File: src/rtl/axis_slave_if_pkg.sv
// Shared constants and receive-FSM state type for the FFT accelerator's AXI-Stream input path.
package axi_stream_pckg;
    localparam int S_TDATA_WDT        = 32;
    localparam int VLW_WDT            = 128;
    localparam int INPUT_MEM_SIZE     = 64;
    localparam int INPUT_MEM_ADDR_WDT = 7;
    localparam int INPUT_MEM_OFFSET   = 0;

    localparam int BPW          = VLW_WDT / S_TDATA_WDT;
    localparam int BEAT_CNT_WDT = (BPW > 1) ? $clog2(BPW) : 1;
    localparam int WORD_CNT_WDT = $clog2(INPUT_MEM_SIZE + 1);

    typedef enum logic [1:0] {
        S_IDLE,
        S_RECV,
        S_DRAIN
    } s_rx_state;
endpackage

File: src/rtl/axis_slave_if_word_packer.sv
// Packs consecutive stream beats MSB-first into memory words, zero-filling a word cut short by TLAST.
module axis_word_packer
    import axi_stream_pckg::*;
(
    input  logic                   clk,
    input  logic                   rst_n,
    input  logic                   clear,
    input  logic                   accept,
    input  logic                   last,
    input  logic                   hold,
    input  logic                   take,
    input  logic [S_TDATA_WDT-1:0] data,
    output logic                   beat_last,
    output logic [VLW_WDT-1:0]     packed_word,
    output logic                   held,
    output logic [VLW_WDT-1:0]     held_word
);
    logic [VLW_WDT-1:0]      pack_reg;
    logic [VLW_WDT-1:0]      shifted;
    logic [BEAT_CNT_WDT-1:0] beat_cnt;

    assign beat_last = beat_cnt == BEAT_CNT_WDT'(BPW - 1);
    assign shifted   = (pack_reg << S_TDATA_WDT) | VLW_WDT'(data);
    // Left-align the beats gathered so far; older junk falls off the top, missing beats read as zero.
    assign packed_word = shifted << ((BPW - 1 - int'(beat_cnt)) * S_TDATA_WDT);
    assign held_word   = pack_reg;

    // A flushed word that cannot enter the busy write slot is parked in the pack register.
    always_ff @(posedge clk or negedge rst_n) begin
        if (!rst_n) begin
            pack_reg <= '0;
            beat_cnt <= '0;
            held     <= 1'b0;
        end else if (clear) begin
            pack_reg <= '0;
            beat_cnt <= '0;
            held     <= 1'b0;
        end else begin
            if (take) begin
                held <= 1'b0;
            end
            if (accept) begin
                if (hold) begin
                    pack_reg <= packed_word;
                    held     <= 1'b1;
                end else begin
                    pack_reg <= shifted;
                end
                if (beat_last || last) begin
                    beat_cnt <= '0;
                end else begin
                    beat_cnt <= beat_cnt + 1'b1;
                end
            end
        end
    end
endmodule

File: src/rtl/axis_slave_if.sv
// AXI-Stream slave front end: receives one frame, packs beats into words and writes them to the inputs memory.
module axis_slave_if
    import axi_stream_pckg::*;
(
    input  logic                          clk,
    input  logic                          rst_n,
    input  logic [S_TDATA_WDT-1:0]        S_AXIS_TDATA,
    input  logic                          S_AXIS_TVALID,
    input  logic                          S_AXIS_TLAST,
    output logic                          S_AXIS_TREADY,
    output logic [INPUT_MEM_ADDR_WDT-1:0] inputs_ext_mem_addr,
    output logic [VLW_WDT-1:0]            inputs_ext_mem_data,
    output logic                          inputs_ext_mem_we,
    input  logic                          inputs_ext_mem_ready,
    input  logic                          inputs_rx_start,
    output logic                          inputs_rx_busy,
    output logic                          inputs_rx_done,
    output logic                          inputs_rx_err
);
    s_rx_state                state, state_next;
    logic                     accept, beat_last, slot_free, write_accept;
    logic                     complete, flush_early, final_word, frame_end;
    logic                     arm, held, hold_flush, load_held, drain_last;
    logic [VLW_WDT-1:0]       packed_word, held_word;
    logic [WORD_CNT_WDT-1:0]  word_cnt, packed_cnt;

    assign accept       = S_AXIS_TVALID & S_AXIS_TREADY;
    assign write_accept = inputs_ext_mem_we & inputs_ext_mem_ready;
    assign slot_free    = !inputs_ext_mem_we | inputs_ext_mem_ready;
    assign complete     = accept & beat_last;
    assign flush_early  = accept & S_AXIS_TLAST & !beat_last;
    assign final_word   = packed_cnt == WORD_CNT_WDT'(INPUT_MEM_SIZE - 1);
    assign frame_end    = (complete & (final_word | S_AXIS_TLAST)) | flush_early;
    assign arm          = (state == S_IDLE) & inputs_rx_start;
    assign hold_flush   = flush_early & !slot_free;
    assign load_held    = (state == S_DRAIN) & held & slot_free;
    assign drain_last   = (state == S_DRAIN) & !held & write_accept;

    axis_word_packer u_packer (
        .clk         (clk),
        .rst_n       (rst_n),
        .clear       (arm),
        .accept      (accept),
        .last        (S_AXIS_TLAST),
        .hold        (hold_flush),
        .take        (load_held),
        .data        (S_AXIS_TDATA),
        .beat_last   (beat_last),
        .packed_word (packed_word),
        .held        (held),
        .held_word   (held_word)
    );

    always_ff @(posedge clk or negedge rst_n) begin
        if (!rst_n) begin
            state <= S_IDLE;
        end else begin
            state <= state_next;
        end
    end

    always_comb begin
        state_next = state;
        unique case (state)
            S_IDLE:  if (inputs_rx_start) state_next = S_RECV;
            S_RECV:  if (frame_end)       state_next = S_DRAIN;
            S_DRAIN: if (drain_last)      state_next = S_IDLE;
            default: state_next = S_IDLE;
        endcase
    end

    // Beats keep flowing while a write is pending; only the beat that would overwrite it is stalled.
    always_comb begin
        S_AXIS_TREADY  = 1'b0;
        inputs_rx_busy = state != S_IDLE;
        if (state == S_RECV) begin
            S_AXIS_TREADY = !(inputs_ext_mem_we & !inputs_ext_mem_ready & beat_last);
        end
    end

    always_ff @(posedge clk or negedge rst_n) begin
        if (!rst_n) begin
            inputs_ext_mem_we   <= 1'b0;
            inputs_ext_mem_data <= '0;
            inputs_ext_mem_addr <= INPUT_MEM_ADDR_WDT'(INPUT_MEM_OFFSET);
            inputs_rx_done      <= 1'b0;
            inputs_rx_err       <= 1'b0;
            word_cnt            <= '0;
            packed_cnt          <= '0;
        end else begin
            inputs_rx_done <= drain_last;
            if (arm) begin
                inputs_ext_mem_addr <= INPUT_MEM_ADDR_WDT'(INPUT_MEM_OFFSET);
                inputs_rx_err       <= 1'b0;
                word_cnt            <= '0;
                packed_cnt          <= '0;
            end else begin
                if (write_accept) begin
                    inputs_ext_mem_we   <= 1'b0;
                    inputs_ext_mem_addr <= inputs_ext_mem_addr + 1'b1;
                    word_cnt            <= word_cnt + 1'b1;
                end
                if (complete || (flush_early && slot_free)) begin
                    inputs_ext_mem_data <= packed_word;
                    inputs_ext_mem_we   <= 1'b1;
                end else if (load_held) begin
                    inputs_ext_mem_data <= held_word;
                    inputs_ext_mem_we   <= 1'b1;
                end
                if (complete || flush_early) begin
                    packed_cnt <= packed_cnt + 1'b1;
                end
                if (flush_early || (complete && (S_AXIS_TLAST != final_word))) begin
                    inputs_rx_err <= 1'b1;
                end
            end
        end
    end

`ifndef SYNTHESIS
    a_ready_only_in_recv: assert property (@(posedge clk) disable iff (!rst_n)
        S_AXIS_TREADY |-> state == S_RECV);
    a_write_stable: assert property (@(posedge clk) disable iff (!rst_n)
        inputs_ext_mem_we && !inputs_ext_mem_ready |=>
            inputs_ext_mem_we && $stable(inputs_ext_mem_data) && $stable(inputs_ext_mem_addr));
    a_full_frame_writes: assert property (@(posedge clk) disable iff (!rst_n)
        inputs_rx_done && !inputs_rx_err |-> word_cnt == WORD_CNT_WDT'(INPUT_MEM_SIZE));
`endif
endmodule
File: config.mk
export PLATFORM = sky130hd
export DESIGN_NAME = axis_slave_if
export DESIGN_NICKNAME = d
export VERILOG_FILES = /design/src/rtl/axis_slave_if_pkg.sv /design/src/rtl/axis_slave_if_word_packer.sv /design/src/rtl/axis_slave_if.sv
export SDC_FILE = /design/constraint.sdc
export NUM_CORES = 1
export LEC_CHECK = 0
export ABC_AREA = 1
export BUFFER_PORTS_ARGS = -buffer_cell sky130_fd_sc_hd__clkbuf_2
export CORE_AREA = 2 2 206 147
export DETAILED_ROUTE_END_ITERATION = 10
export DIE_AREA = 0 0 208 149
export MAX_ROUTING_LAYER = met4
export PLACE_DENSITY = 0.89
export SETUP_SLACK_MARGIN = 0.02
export SLEW_MARGIN = 20
export SYNTH_ARGS = -nofsm -noshare
export SYNTH_HDL_FRONTEND = slang
export SYNTH_SLANG_ARGS = --single-unit
File: constraint.sdc
create_clock -name clk -period 1.8 [get_ports clk]
set_input_delay 0.54 -clock clk [delete_from_list [all_inputs] [get_ports clk]]
set_output_delay 0.54 -clock clk [all_outputs]
set_load 0.03 [all_outputs]
==> results of run 1 <==
==> cells by family after synthesis <==
kind of cell | count (synthesis) | share of synthesized area [%]
simple gates | 1328 | 34.5
flops | 278 | 44.8
fa+ha+maj | 4 | 0.322
buf+inv | 359 | 9.82
xor+xnor | 1 | 0.0564
compound gates | 322 | 10.5
==> routing by layer <==
layer	GRT usage (%)	overflow
met1	82.3	8
met5	-	-
met2	93.7	55
met3	76.2	9
met4	77.2	33
==> cells in the mapped netlist <==
cell type | n | area share [%]
o21ai_0 | 160 | 5.2
clkbuf_1 | 38 | 0.92
nand2_2 | 1 | 0.040
a21oi_1 | 46 | 1.5
buf_6 | 1 | 0.072
buf_2 | 79 | 2.5
buf_1 | 17 | 0.41
or2_2 | 1 | 0.040
nand2_1 | 1038 | 25
o21bai_1 | 1 | 0.048
inv_1 | 196 | 4.7
dfrtp_1 | 278 | 45
o21ai_2 | 1 | 0.056
ha_1 | 4 | 0.32
xnor2_1 | 1 | 0.056
nand3_2 | 1 | 0.064
buf_4 | 19 | 0.92
nand4_1 | 6 | 0.24
nand3_1 | 255 | 8.2
nor2_2 | 2 | 0.081
nor3_1 | 4 | 0.13
nand4_4 | 1 | 0.14
o21ai_1 | 111 | 3.6
o2111ai_2 | 1 | 0.097
nor2_1 | 18 | 0.43
inv_2 | 9 | 0.22
a31oi_1 | 1 | 0.040
nor2_4 | 1 | 0.072
o211ai_1 | 1 | 0.048
==> metrics by stage <==
step	worst slack, ns	setup TNS [ns]	util (%)	hold slack, ns
4_1_cts	-0.380	-60.68	70.5	0.331
3_3_place_gp	-0.104	-11.19	59.4	0.407
3_5_place_dp	-0.152	-17.84	59.4	0.403
2_1_floorplan	0.0971	0	-	0.244
==> timing repair <==
item                                    CTS
gates cloned                             46
hold endpoints to repair                 15
hold buffers                              1
gates resized for setup                 173
buffers inserted                         45
endpoints found under the setup margin  281
pin swaps                                41
==> impl_metrics.tcl, run 1 <==
set metrics [dict create \
    hpwl_mm 34.5 \
    endpoint_type "primary output" \
    clockBufferDepth 3 \
    start_util_pct 53.0 \
    synth.avg_cell_area_sq_um 6.78 \
    syn_inst 2292 \
    clock-root-buffer "clkbuf_16" \
    cts.sinks 278 \
    cts_made_buffers 28 \
    grt_max_degree 72 \
    grt_overflow 105 \
    synthesis.area_sq_um 15500 \
    outcome "aborted with a tool error" \
    error "[ERROR GRT-0232] Routing congestion too high. Check the congestion heatmap in the GUI." \
    placed_cell_area_sq_um 17400 \
    rows 53 \
    h-tree-depth 1 \
    synth_nets 2334 \
    synth_cell_types 29 \
    die_w_microns 208 \
    dp_cells 2789 \
    antenna_found_initial 10 \
    globalplace.congestion 0.901 \
    synth_seq_area_share_pct 44.8 \
    die_height_microns 149 \
    ys_ff_latch 278 \
    io_pins 178 \
    crit_endpoint "S_AXIS_TREADY" \
    grt_usage_pct 83.5 \
    io_buffers 177 \
    synth_warnings 0 \
    haltStage "global routing" \
]
==> inputs of run 2 (changes only) <==
--- a/config.mk
+++ b/config.mk
@@ -7,12 +7,10 @@
 export LEC_CHECK = 0
 export ABC_AREA = 1
 export BUFFER_PORTS_ARGS = -buffer_cell sky130_fd_sc_hd__clkbuf_2
-export CORE_AREA = 2 2 206 147
+export CORE_AREA = 2 2 201 203
 export DETAILED_ROUTE_END_ITERATION = 10
-export DIE_AREA = 0 0 208 149
-export MAX_ROUTING_LAYER = met4
-export PLACE_DENSITY = 0.89
-export SETUP_SLACK_MARGIN = 0.02
+export DIE_AREA = 0 0 203 205
+export PLACE_DENSITY_LB_ADDON = 0.15
 export SLEW_MARGIN = 20
 export SYNTH_ARGS = -nofsm -noshare
 export SYNTH_HDL_FRONTEND = slang
==> constraint.sdc (replaced) <==
create_clock -name clk -period 2.34 [get_ports clk]
set_input_delay 0.702 -clock clk [delete_from_list [all_inputs] [get_ports clk]]
set_output_delay 0.702 -clock clk [all_outputs]
set_load 0.03 [all_outputs]
==> impl_metrics.tcl, run 2 <==
set metrics [dict create \
    ant_nets 0 \
    io_pins 178 \
    yosys.area.top_type "dfrtp_1" \
    worstSkewPairLatency_ns 0.53 \
    reg2reg_from "u_packer.beat_cnt[0]" \
    cp.buffers_inverters 2 \
    synth_seq_area_share_pct 44.8 \
    worstMarginPinSlew_ns 0.580 \
    period_minus_slack_ns 2.26 \
    crit_path_top_delay_cell "dfrtp_4" \
    vias_per_cell 5.17 \
    synth-xor-area-share_pct 0.0564 \
    io_buffers 177 \
    antenna_found_initial 6 \
    grt_usage_pct 25.3 \
    drive_above_1_share_pct 12.6 \
    cts.sinks 278 \
    hpwl_mm 33.9 \
    final_cell_mix "nand2_1 (1035), dfrtp_1 (276), nand3_1 (255), inv_1 (195), clkbuf_2 (175)" \
    min_path_type "in2async" \
    synth.avg_cell_area_sq_um 6.78 \
    rows 73 \
    start_util_pct 39.5 \
    final_hold_viol_count 0 \
    setup_viol 0 \
    grt_pass1_wl_mm 83.3 \
    synth_compound_gate_area_share_pct 10.5 \
    cts_made_buffers 34 \
    wl_mm 52.3 \
    vias 15300 \
    die_area_sq_um 41600 \
    synth_nets 2334 \
    synth_cell_types 29 \
    placed_cell_area_sq_um 17200 \
    r2r.worst_path.cells 7 \
    synth_top_family_by_area "simple AND/OR/NAND/NOR gates" \
    crit_chain "ha_4 > nand2_4 > nand2_1 > inv_2 > buf_8" \
    area.growth.synth_to_final_pct 17.9 \
    cp.arrival_ns 1.56 \
    max-slew-margin-rel_pct 61.3 \
    globalplace.congestion 0.872 \
    cp_top_family "flip-flops" \
    async_reset_ff_share_pct 100 \
    h-tree-depth 2 \
    final_cell_area_sq_um 18300 \
    synth_edf_count 0 \
    firstDrtPassIters 6 \
    powerDensity_nw_per_um2 551 \
    die_height_microns 205 \
    max_stage_delay_ns 0.50 \
    instances_no_fill 2954 \
    synthAdderAreaFrac_pct 0.322 \
    cap_violations 0 \
    outcome "complete, no violations" \
    grt_overflow 0 \
    synth_common_cells "nand2_1 (1038), dfrtp_1 (278), nand3_1 (255)" \
    crit_type "reg2out" \
    clock-root-buffer "clkbuf_16" \
    synthMuxAreaShare_pct 0 \
    synthFlopType "dfrtp_1" \
    cp_max_fo 5 \
    synth-simple-area-share_pct 34.5 \
    rsz0062_at_grt "no" \
    synthTopCellsByArea "dfrtp_1 (45%), nand2_1 (25%), nand3_1 (8.2%), o21ai_0 (5.2%), inv_1 (4.7%)" \
    endpoint_kind "output port" \
    synth_top_area_share_pct 44.8 \
    nNetsFinal 2448 \
    synthesis.area_sq_um 15500 \
    syn_inst 2292 \
    fin_crit_sh_pct 96.6 \
    drt_iter0_drc 1559 \
    fin_setup_tns_ns 0 \
    final_common_cell "nand2_1" \
    fin_hold_ws_ns 0.0458 \
    die_w_microns 203 \
    drc 0 \
    worst-endpoint-required_ns 1.64 \
    ir_drop_v 0.000504 \
    power.leakage_uw 0.00999 \
    synth_warnings 0 \
    core_region_area_sq_um 39400 \
    slew_violations 0 \
    clockBufferDepth 3 \
    synthMostInstantiatedCell "nand2_1" \
    max_freq_mhz 443 \
    worstReg2RegEnd "u_packer.held_word[118]" \
    cts_tree "done" \
    r2r_setup_slack_ns 0.11 \
    ys_ff_latch 278 \
    dp_cells 2893 \
    fin_skew_ns 0.0268 \
    start_kind "flop" \
    grt_max_degree 114 \
    wl_per_cell_microns 17.7 \
    total_power_uw 10100 \
    clk_pin_slew_worst_paths_ns 0.06 \
    grt_pass1_vias 14400 \
    ctsHoldBuffers 0 \
]
run 2: cell counts after synthesis:
Identical to the previous run, type by type.
run 2: cell type report:
class	count	area, sq um
tap	525	657
clock inverter	7	43.8
inverter	205	774
fill	4008	21000
multi-input combinational	1655	7120
clock buffer	47	993
sequential	278	6960
antenna	5	12.5
timing repair buffer	232	1760
run 2: worst max path at each step:
stage	start	end	cells after the start
floorplan	inputs_ext_mem_ready	S_AXIS_TREADY	4
global placement	inputs_ext_mem_ready	S_AXIS_TREADY	6
detailed placement	inputs_ext_mem_ready	inputs_ext_mem_data[9]	9
CTS	u_packer.beat_cnt[0]	S_AXIS_TREADY	5
global route	u_packer.beat_cnt[0]	S_AXIS_TREADY	5
finish	u_packer.beat_cnt[0]	S_AXIS_TREADY	5
run 2: repair_timing:
action | 4_1_cts | 5_1_grt
setup buffers | 1 | 1
endpoints found under the setup margin | 1 | 1
pin swaps | 0 | 1
gates resized for setup | 5 | 4
run 2: report_power, final:
group | internal [uW] | switching, uW | leakage, uW | total, uW
Combinational | 63.4 | 173 | 0.00594 | 236
Sequential | 4810 | 0 | 0.00355 | 4810
Clock | 2950 | 2090 | 0.000506 | 5050
run 2: logic make-up (layout without fill, tap and decap cells):
| group | count (synthesis) | after routing |
|---|---|---|
| AO/OA/AOI/OAI | 322 | 322 |
| adder cells (fa/ha/maj) | 4 | 4 |
| XOR/XNOR | 1 | 1 |
| other | 0 | 5 |
| flip-flops | 278 | 278 |
| buffers and inverters | 359 | 491 |
| AND/OR/NAND/NOR | 1328 | 1328 |
run 2: layer usage:
metal | global-route usage, % | up-vias | share of wire [%]
li1 | - | 7451 | -
met1 | 40.1 | 7099 | 50
met2 | 33.8 | 658 | 39
met3 | 6.52 | 62 | 9.8
met4 | 5.42 | 2 | 1.6
met5 | 0 | - | 0.031
run 2: worst register-to-register path: stages, from the launching register on:
cell and delay, ns:
dfrtp_4 0.44, buf_12 0.30, buf_12 0.36, o21ai_0 0.36, o21ai_1 0.37, nand2_1 0.09
nand3_1 0.13, nand2_1 0.06
run 2: metrics by stage:
| step | util [%] | setup WS (ns) |
|---|---|---|
| final | 46.5 | 0.0806 |
| after global routing | 46.5 | 0.0114 |
| after CTS | 46.5 | 0.00559 |
| after detailed placement | 43.8 | 0.126 |
| after global placement | 43.8 | 0.127 |
| after floorplan | - | 0.510 |
Note: power is estimated with default switching activity, not from simulation.
